<file path="src/rtl/hazard_pkg.sv">
// Shared types and constant control vectors for the pipeline hazard controller.
// The load-use detector lives here so other pipeline blocks can reuse it.
package hazard_pkg;

    typedef enum logic [0:0] {
        HZ_RUN      = 1'b0,
        HZ_MEM_WAIT = 1'b1
    } hz_state_t;

    typedef struct packed {
        logic pc_write;
        logic if_id_write;
        logic if_id_flush;
        logic id_ex_write;
        logic id_ex_flush;
        logic ex_mem_write;
        logic mem_wb_flush;
    } hz_ctrl_t;

    localparam hz_ctrl_t CTRL_DEFAULT = '{
        pc_write: 1'b1, if_id_write: 1'b1, if_id_flush: 1'b0,
        id_ex_write: 1'b1, id_ex_flush: 1'b0,
        ex_mem_write: 1'b1, mem_wb_flush: 1'b0
    };

    // Nothing advances; MEM/WB receives a bubble so the stalled access retires once.
    localparam hz_ctrl_t CTRL_FREEZE = '{
        pc_write: 1'b0, if_id_write: 1'b0, if_id_flush: 1'b0,
        id_ex_write: 1'b0, id_ex_flush: 1'b0,
        ex_mem_write: 1'b0, mem_wb_flush: 1'b1
    };

    localparam hz_ctrl_t CTRL_FLUSH = '{
        pc_write: 1'b1, if_id_write: 1'b1, if_id_flush: 1'b1,
        id_ex_write: 1'b1, id_ex_flush: 1'b1,
        ex_mem_write: 1'b1, mem_wb_flush: 1'b0
    };

    localparam hz_ctrl_t CTRL_STALL = '{
        pc_write: 1'b0, if_id_write: 1'b0, if_id_flush: 1'b0,
        id_ex_write: 1'b1, id_ex_flush: 1'b1,
        ex_mem_write: 1'b1, mem_wb_flush: 1'b0
    };

    localparam hz_ctrl_t CTRL_RESET = '{
        pc_write: 1'b0, if_id_write: 1'b0, if_id_flush: 1'b1,
        id_ex_write: 1'b0, id_ex_flush: 1'b1,
        ex_mem_write: 1'b0, mem_wb_flush: 1'b1
    };

    function automatic logic load_use_hit(
        input logic       id_ex_valid,
        input logic       id_ex_mem_read,
        input logic [4:0] id_ex_rd,
        input logic [4:0] id_rs1,
        input logic [4:0] id_rs2,
        input logic       id_use_rs1,
        input logic       id_use_rs2
    );
        logic rs1_match;
        logic rs2_match;
        rs1_match = id_use_rs1 && (id_rs1 == id_ex_rd);
        rs2_match = id_use_rs2 && (id_rs2 == id_ex_rd);
        return id_ex_valid && id_ex_mem_read && (id_ex_rd != 5'd0) && (rs1_match || rs2_match);
    endfunction

endpackage

</file>
<file path="src/rtl/hazard_control_unit_if.sv">
// Bundle between the pipeline datapath (master) and the hazard controller (slave).
interface hazard_control_unit_if #(
    parameter int CNT_W = 16
);
    logic [4:0]       id_rs1;
    logic [4:0]       id_rs2;
    logic             id_use_rs1;
    logic             id_use_rs2;
    logic [4:0]       id_ex_rd;
    logic             id_ex_mem_read;
    logic             id_ex_valid;
    logic             ex_branch_taken;
    logic             mem_req;
    logic             mem_ready;

    logic             pc_write;
    logic             if_id_write;
    logic             if_id_flush;
    logic             id_ex_write;
    logic             id_ex_flush;
    logic             ex_mem_write;
    logic             mem_wb_flush;
    logic             mem_timeout;
    logic [CNT_W-1:0] stall_cycles;
    logic [CNT_W-1:0] flush_count;

    modport master (
        output id_rs1, id_rs2, id_use_rs1, id_use_rs2, id_ex_rd, id_ex_mem_read,
               id_ex_valid, ex_branch_taken, mem_req, mem_ready,
        input  pc_write, if_id_write, if_id_flush, id_ex_write, id_ex_flush,
               ex_mem_write, mem_wb_flush, mem_timeout, stall_cycles, flush_count
    );

    modport slave (
        input  id_rs1, id_rs2, id_use_rs1, id_use_rs2, id_ex_rd, id_ex_mem_read,
               id_ex_valid, ex_branch_taken, mem_req, mem_ready,
        output pc_write, if_id_write, if_id_flush, id_ex_write, id_ex_flush,
               ex_mem_write, mem_wb_flush, mem_timeout, stall_cycles, flush_count
    );
endinterface

</file>
<file path="src/rtl/sat_counter.sv">
// Up-counter that sticks at all-ones instead of wrapping.
module sat_counter #(
    parameter int W = 16
) (
    input  logic         clk,
    input  logic         reset,
    input  logic         inc,
    output logic [W-1:0] count
);
    logic [W-1:0] count_q;
    logic [W-1:0] count_d;

    always_comb begin
        count_d = count_q;
        if (inc && (count_q != {W{1'b1}})) begin
            count_d = count_q + 1'b1;
        end
    end

    always_ff @(posedge clk or posedge reset) begin
        if (reset) begin
            count_q <= '0;
        end else begin
            count_q <= count_d;
        end
    end

    assign count = count_q;
endmodule

</file>
<file path="src/rtl/hazard_control_unit.sv">
// Stall/flush controller for the 5-stage pipeline: memory-wait freeze, branch flush,
// load-use bubble, plus a wait-timeout monitor and saturating performance counters.
module hazard_control_unit
    import hazard_pkg::*;
#(
    parameter int CNT_W       = 16,
    parameter int MEM_TIMEOUT = 255
) (
    input logic                  clk,
    input logic                  reset,
    hazard_control_unit_if.slave hz
);
    localparam int WAIT_W = (MEM_TIMEOUT < 2) ? 1 : $clog2(MEM_TIMEOUT + 1);
    localparam logic [WAIT_W-1:0] WAIT_MAX = WAIT_W'(MEM_TIMEOUT);

    hz_state_t         state_q;
    hz_state_t         state_d;
    logic [WAIT_W-1:0] wait_cnt_q;
    logic [WAIT_W-1:0] wait_cnt_d;
    logic              mem_timeout_q;
    logic              mem_timeout_d;

    logic              freeze;
    logic              load_use;
    logic              branch_flush;
    logic              stall_inc;
    hz_ctrl_t          ctrl;

    always_comb begin
        freeze = ((state_q == HZ_RUN) && hz.mem_req && !hz.mem_ready)
              || ((state_q == HZ_MEM_WAIT) && !hz.mem_ready);
        load_use = load_use_hit(hz.id_ex_valid, hz.id_ex_mem_read, hz.id_ex_rd,
                                hz.id_rs1, hz.id_rs2, hz.id_use_rs1, hz.id_use_rs2);
        branch_flush = !reset && !freeze && hz.ex_branch_taken;
    end

    // A branch seen during a freeze is dropped on purpose: EX is held, so it re-asserts on release.
    always_comb begin
        ctrl = CTRL_DEFAULT;
        if (reset) begin
            ctrl = CTRL_RESET;
        end else if (freeze) begin
            ctrl = CTRL_FREEZE;
        end else if (hz.ex_branch_taken) begin
            ctrl = CTRL_FLUSH;
        end else if (load_use) begin
            ctrl = CTRL_STALL;
        end
    end

    always_comb begin
        state_d       = state_q;
        wait_cnt_d    = wait_cnt_q;
        mem_timeout_d = mem_timeout_q;
        case (state_q)
            HZ_RUN: begin
                if (hz.mem_req && !hz.mem_ready) begin
                    state_d    = HZ_MEM_WAIT;
                    wait_cnt_d = '0;
                end
            end
            HZ_MEM_WAIT: begin
                if (hz.mem_ready) begin
                    state_d = HZ_RUN;
                end else begin
                    if (wait_cnt_q != WAIT_MAX) begin
                        wait_cnt_d = wait_cnt_q + 1'b1;
                    end
                    if (wait_cnt_d == WAIT_MAX) begin
                        mem_timeout_d = 1'b1;
                    end
                end
            end
            default: state_d = HZ_RUN;
        endcase
    end

    always_ff @(posedge clk or posedge reset) begin
        if (reset) begin
            state_q       <= HZ_RUN;
            wait_cnt_q    <= '0;
            mem_timeout_q <= 1'b0;
        end else begin
            state_q       <= state_d;
            wait_cnt_q    <= wait_cnt_d;
            mem_timeout_q <= mem_timeout_d;
        end
    end

    assign stall_inc = !reset && !ctrl.pc_write;

    sat_counter #(.W(CNT_W)) u_stall_cnt (
        .clk   (clk),
        .reset (reset),
        .inc   (stall_inc),
        .count (hz.stall_cycles)
    );

    sat_counter #(.W(CNT_W)) u_flush_cnt (
        .clk   (clk),
        .reset (reset),
        .inc   (branch_flush),
        .count (hz.flush_count)
    );

    assign hz.pc_write     = ctrl.pc_write;
    assign hz.if_id_write  = ctrl.if_id_write;
    assign hz.if_id_flush  = ctrl.if_id_flush;
    assign hz.id_ex_write  = ctrl.id_ex_write;
    assign hz.id_ex_flush  = ctrl.id_ex_flush;
    assign hz.ex_mem_write = ctrl.ex_mem_write;
    assign hz.mem_wb_flush = ctrl.mem_wb_flush;
    assign hz.mem_timeout  = mem_timeout_q;
endmodule

</file>
<file path="src/flat_wrapper.sv">
// flat-port wrapper written by rule: the top's interface ports become plain ports
module hazard_control_unit_flat import hazard_pkg::*;
#(
    parameter int CNT_W       = 16,
    parameter int MEM_TIMEOUT = 255
)
  (clk, reset, hz_id_rs1, hz_id_rs2, hz_id_use_rs1, hz_id_use_rs2, hz_id_ex_rd, hz_id_ex_mem_read, hz_id_ex_valid, hz_ex_branch_taken, hz_mem_req, hz_mem_ready, hz_pc_write, hz_if_id_write, hz_if_id_flush, hz_id_ex_write, hz_id_ex_flush, hz_ex_mem_write, hz_mem_wb_flush, hz_mem_timeout, hz_stall_cycles, hz_flush_count);
  hazard_control_unit_if #(.CNT_W(CNT_W)) hz_i ();
  input logic clk;
  input logic reset;
  input wire logic [$bits(hz_i.id_rs1)-1:0] hz_id_rs1;
  input wire logic [$bits(hz_i.id_rs2)-1:0] hz_id_rs2;
  input wire logic [$bits(hz_i.id_use_rs1)-1:0] hz_id_use_rs1;
  input wire logic [$bits(hz_i.id_use_rs2)-1:0] hz_id_use_rs2;
  input wire logic [$bits(hz_i.id_ex_rd)-1:0] hz_id_ex_rd;
  input wire logic [$bits(hz_i.id_ex_mem_read)-1:0] hz_id_ex_mem_read;
  input wire logic [$bits(hz_i.id_ex_valid)-1:0] hz_id_ex_valid;
  input wire logic [$bits(hz_i.ex_branch_taken)-1:0] hz_ex_branch_taken;
  input wire logic [$bits(hz_i.mem_req)-1:0] hz_mem_req;
  input wire logic [$bits(hz_i.mem_ready)-1:0] hz_mem_ready;
  output wire logic [$bits(hz_i.pc_write)-1:0] hz_pc_write;
  output wire logic [$bits(hz_i.if_id_write)-1:0] hz_if_id_write;
  output wire logic [$bits(hz_i.if_id_flush)-1:0] hz_if_id_flush;
  output wire logic [$bits(hz_i.id_ex_write)-1:0] hz_id_ex_write;
  output wire logic [$bits(hz_i.id_ex_flush)-1:0] hz_id_ex_flush;
  output wire logic [$bits(hz_i.ex_mem_write)-1:0] hz_ex_mem_write;
  output wire logic [$bits(hz_i.mem_wb_flush)-1:0] hz_mem_wb_flush;
  output wire logic [$bits(hz_i.mem_timeout)-1:0] hz_mem_timeout;
  output wire logic [$bits(hz_i.stall_cycles)-1:0] hz_stall_cycles;
  output wire logic [$bits(hz_i.flush_count)-1:0] hz_flush_count;
  assign hz_i.id_rs1 = hz_id_rs1;
  assign hz_i.id_rs2 = hz_id_rs2;
  assign hz_i.id_use_rs1 = hz_id_use_rs1;
  assign hz_i.id_use_rs2 = hz_id_use_rs2;
  assign hz_i.id_ex_rd = hz_id_ex_rd;
  assign hz_i.id_ex_mem_read = hz_id_ex_mem_read;
  assign hz_i.id_ex_valid = hz_id_ex_valid;
  assign hz_i.ex_branch_taken = hz_ex_branch_taken;
  assign hz_i.mem_req = hz_mem_req;
  assign hz_i.mem_ready = hz_mem_ready;
  assign hz_pc_write = hz_i.pc_write;
  assign hz_if_id_write = hz_i.if_id_write;
  assign hz_if_id_flush = hz_i.if_id_flush;
  assign hz_id_ex_write = hz_i.id_ex_write;
  assign hz_id_ex_flush = hz_i.id_ex_flush;
  assign hz_ex_mem_write = hz_i.ex_mem_write;
  assign hz_mem_wb_flush = hz_i.mem_wb_flush;
  assign hz_mem_timeout = hz_i.mem_timeout;
  assign hz_stall_cycles = hz_i.stall_cycles;
  assign hz_flush_count = hz_i.flush_count;
  hazard_control_unit #(.CNT_W(CNT_W), .MEM_TIMEOUT(MEM_TIMEOUT)) u_core (.clk(clk), .reset(reset), .hz(hz_i));
endmodule
</file>
<file path="config.mk">
export PLATFORM = sky130hd
export DESIGN_NAME = hazard_control_unit_flat
export DESIGN_NICKNAME = d
export VERILOG_FILES = /design/src/rtl/hazard_pkg.sv /design/src/rtl/hazard_control_unit_if.sv /design/src/rtl/sat_counter.sv /design/src/rtl/hazard_control_unit.sv /design/src/flat_wrapper.sv
export SDC_FILE = /design/constraint.sdc
export NUM_CORES = 1
export LEC_CHECK = 0
export ABC_AREA = 0
export BUFFER_PORTS_ARGS = -buffer_cell sky130_fd_sc_hd__buf_4
export CAP_MARGIN = 20
export CORE_MARGIN = 10
export CORE_UTILIZATION = 30
export DETAILED_ROUTE_END_ITERATION = 16
export PLACE_DENSITY = 0.49
export SLEW_MARGIN = 20
export SYNTH_ARGS = -nofsm -noshare
export SYNTH_HDL_FRONTEND = slang
export SYNTH_SLANG_ARGS = --single-unit
</file>
<file path="constraint.sdc">
create_clock -name clk -period 3.61 [get_ports clk]
set_input_delay 0.361 -clock clk [delete_from_list [all_inputs] [get_ports clk]]
set_output_delay 0.361 -clock clk [all_outputs]
set_load 0.01 [all_outputs]
</file>
Yosys cells after proc, flatten, opt, wreduce, memory -nomap -nowiden:

Cells that the tools add are included.

* flip-flop bits (word level): 42
* bits of input ports: 24
* output and inout bits: 40
* logic and storage cells: 54

* add/sub/neg operators: 3
* equal/unequal tests: 8
* mux-type cells: 13
* bitwise logic cells: 2
* reductions and logical operators: 23

Operator list (number)
* 8-bit two-way mux: 5
* 16-bit by 1-bit adder with 16-bit output, second input constant: 2
* 16-bit != test, second input constant: 2
* 7-bit two-way mux: 4
* 8-bit case mux with 2 select lines: 1
* 1-bit logical AND: 14
* 5-bit equality test: 2
* 8-bit by 1-bit adder with 8-bit output, second input constant: 1
* 8-bit equality test, second input constant: 1
* 8-bit != test, second input constant: 1
* 5-bit nonzero test: 1
* 1-bit zero test: 4
* 2-bit != test, second input constant: 2
* 3-bit AND reduction: 1
* 1-bit logical OR: 2
* 1-bit two-way mux: 2
* 1-bit inverter: 2
* 1-bit case mux with 2 select lines: 1
* 2-bit AND reduction: 1

Longest topological paths before layout:

* word-level depth: 11
* gate-level depth with buffers: 8
* gate-level depth less buffers: 7

By module:

A second synthesis with hierarchy kept.

* cells, all modules: 242
* area total of the unflattened synthesis: 2458.6 µm²

Modules (own cells, without submodules)
* sat_counter: times used 2, cells each 71, area each 805.8 µm², sequential area each 400.4 µm²
* hazard_control_unit: times used 1, cells each 100, area each 847.1 µm², sequential area each 250.2 µm²

Least setup slack after synthesis:

OpenSTA, ideal clock, no wires.

* path type: reg-to-reg
* from: reg u_core.u_stall_cnt.count_q[0] (netlist: u_core.u_stall_cnt.count[0])
* to: reg u_core.u_stall_cnt.count_q[1] (netlist: u_core.u_stall_cnt.count[1])
* library setup time: 128 ps
* data arrival time: 1946 ps
* required time: 3482 ps
* slack: 1537 ps
* stages on the path, launching flop included: 8
* buffers on the path: 1
* clock period less this slack: 2073 ps
* cell sequence: dfrtp_1 ha_1 inv_1 nor4_2 a2111oi_2 a21oi_4 buf_6 mux2_1

* cells in the longest elaborated chain, start to end: 2
* elaborated cells on any way between the ends: 3
* classes of those cells: 1 x add/sub; 1 x eq/ne; 1 x reduce/logical

Ends and longest elaborated chain
* from (decl): line sat_counter.sv:10 `logic [W-1:0] count_q;`
* from (signal assigned): line sat_counter.sv:24 `count_q <= count_d;`
* branches (longest 2 deep; another with 16-bit by 1-bit adder with 16-bit output)

Parallel ways; which one is timed is not known.
A chain may end at the register's enable or synchronous reset.

Final worst setup path:

* from: reg u_core.u_stall_cnt.count_q[1] (netlist: u_core.u_stall_cnt.count[1])
* to: reg u_core.u_stall_cnt.count_q[1] (netlist: u_core.u_stall_cnt.count[1])

The elaborated chain is that of the path after synthesis.

==> impl_metrics.tcl <==
set metrics [dict create \
    crit_buf_inv 1 \
    grt_pass1_vias 1977 \
    finalCritPeriodShare 0.634 \
    sw_frac_of_total 0.335 \
    pin_count 64 \
    wl_mm 6.09 \
    async_reset_ff_frac 1.00 \
    cp_top_family "compound AO/OA/AOI/OAI gates" \
    finalSetupTns_ns 0 \
    ctsHtreeMaxLevel 2 \
    cts_tree "built" \
    final_nets 327 \
    multi_input_area_um2 1210 \
    combPwrFrac 0.261 \
    synthSimpleGateAreaFrac 0.222 \
    avgSynthCellArea_um2 9.96 \
    vdd_ir_drop_max_v 0.000232 \
    ant_nets 0 \
    hold_buffers 0 \
    syn_to_final_growth_pct 27.9 \
    p_per_area_nw_per_um2 434 \
    p_sw_mw 0.437 \
    synth-compound-area-share 0.115 \
    power_leakage_nw 1.40 \
    drt_iter0_drc 48 \
    crit_path_cell_trace "ha_1 -> inv_1 -> nor4_2 -> a2111oi_2 -> a21oi_4 -> mux2_1" \
    final_cells 403 \
    seq_area_um2 1050 \
    hold_viol 0 \
    cts-resized-gates 0 \
    yosys.area.top_type "dfrtp_1" \
    slew_headroom 0.481 \
    slew_viol_final 0 \
    synth_edf_count 0 \
    yosysSeqAreaShare 0.447 \
    drive_gt1_frac 0.292 \
    setup_viol 0 \
    cap_violations 0 \
    synth_warnings 0 \
    gp_congestion 0.797 \
    antenna_found_initial 0 \
    clk_latency_ns 0.29 \
    synth_flop_cell "dfrtp_1" \
    final_cell_mix "buf_4, dfrtp_1, nand2_1, xnor2_1, xor2_1" \
    synth_top_cell_area_share 0.447 \
    grt_pass1_wl_mm 10.2 \
    die_y_um 109 \
    crit_fanout 15 \
    routed_via_density 4.77 \
    diodes 0 \
    worst_slew_pin_slew_ns 0.776 \
    place_area_um2 2910 \
    route.detailed.drc 0 \
    coreArea_um2 7690 \
    pwr-share-seq 0.489 \
    final.fill_count 809 \
    cts_buffers 5 \
    fmax_mhz 437 \
    clock_path_buffers 2 \
    die_w_um 109 \
    crit_start "u_core.u_stall_cnt.count[1]" \
    synth.distinct_cells 51 \
    ys_ff_latch 42 \
    skew_ns 0.00278 \
    synthMuxAreaShare 0.00958 \
    synth.area.top_cells "dfrtp_1, xnor2_1, xor2_1" \
    vias 1921 \
    crit_path_start_kind "flip-flop" \
    hpwl_mm 4.73 \
    cp_data_arrival_time_ns 2.47 \
    design_area_um2 3010 \
    io_buffer_count 63 \
    grt_usage 0.107 \
    grt_setup_unrepaired "no" \
    worst_slack_ns 1.32 \
    clockPowerShare 0.250 \
    grt_max_degree 24 \
    fin_crit_ns 2.29 \
    syn_nets 263 \
    cts_sinks 42 \
    critPathMaxStageDelay_ns 0.46 \
    p_total_mw 1.30 \
    intPower_mw 0.866 \
    netlist_instances 236 \
    slowest_stage "dfrtp_1" \
    synth_fa_ha_area_frac 0.0160 \
    status "complete, no violations" \
    post_cts_buffers 0 \
    design.die.area_um2 11800 \
    cts_root_buf "clkbuf_8" \
    r2r-start "u_core.u_stall_cnt.count[1]" \
    clkTransAtPathRegs_ns 0.08 \
    final_common_cell "buf_4" \
    place_ws_ns 1.31 \
    grt_overflow 0 \
    worst-setup-path-type "reg -> reg" \
    rows 32 \
    hold_path.class "in -> async" \
    dr.pass1.iters 4 \
    dp.cells 395 \
    end_kind "flip-flop" \
    synthXorXnorAreaFrac 0.153 \
    synth_top_family_by_area "simple AND/OR/NAND/NOR gates" \
    syn-cell-area_um2 2350 \
    start_util 0.306 \
    routedWlPerCell_um 15.1 \
    worst_ep_required_time_ns 3.80 \
]
## logic make-up after synthesis
logic type	after synthesis
AO/OA/AOI/OAI	35
XOR/XNOR	41
adder cells (fa/ha/maj)	3
buffers and inverters	19
flip-flops	42
multiplexers	2
AND/OR/NAND/NOR	94
## area by class of cell
class                   count  area share
flip-flops and latches     42       0.350
repair buffers             64       0.160
multi-input cells         175       0.403
well taps                 102      0.0425
inverters                  12      0.0150
clock buffers               7      0.0287
clock inverters             1     0.00167
## worst register-to-register path, stage by stage, from the launching register on
cell       delay, ns
dfrtp_1         0.46
ha_1            0.23
inv_1           0.07
nor4_2          0.44
a2111oi_2       0.17
a21oi_4         0.45
mux2_1          0.37
## synth_stat cells (all sizes together), types with 5 or more instances
library cell / n
dfrtp: 42
nand2: 23
xnor2: 22
nor2: 19
xor2: 19
inv: 12
nand3: 12
nand4: 12
nor3: 12
a21oi: 9
o21ai: 8
buf: 5
## state kept, by name (all words and copies together), names as in the netlist
register                  flops
u_core.hz.mem_timeout         1
u_core.state_q                1
u_core.u_flush_cnt.count     16
u_core.u_stall_cnt.count     16
u_core.wait_cnt_q             8
## path summary, 6_finish.rpt
path	to	slack [ns]	cells after the start
min reg2reg	u_core.u_flush_cnt.count[14]	0.50	1
min in group clk	u_core.state_q	0.43	3
max	u_core.u_stall_cnt.count[1]	1.32	6
min	u_core.u_stall_cnt.count[15]	0.25	2
max in group asynchronous	u_core.u_flush_cnt.count[9]	2.56	3
max reg2reg	u_core.u_stall_cnt.count[1]	1.32	6
## through the flow
step	utilization	hold WS [ns]
after floorplan	-	0.503
after global placement	0.379	0.484
after detailed placement	0.379	0.476
after CTS	0.391	0.281
after global routing	0.391	0.308
final	0.391	0.245
## layer usage
layer / vias to the layer above / GRT usage / part of all wire
li1: 957 / - / -
met1: 918 / 0.131 / 0.45
met2: 39 / 0.178 / 0.49
met3: 7 / 0.0327 / 0.048
met4: 0 / 0.0311 / 0.013
met5: - / 0 / 0
## power groups by stage
| stage | registers (mW) | logic, mW | clock network (mW) |
|---|---|---|---|
| floorplan | 0.655 | 0.156 | 0 |
| global placement | 0.647 | 0.347 | 0 |
| global route | 0.656 | 0.377 | 0.359 |
| CTS | 0.639 | 0.349 | 0.333 |
| finish | 0.638 | 0.340 | 0.326 |
| detailed placement | 0.646 | 0.349 | 0 |
Power figures use the tool's default switching activity.
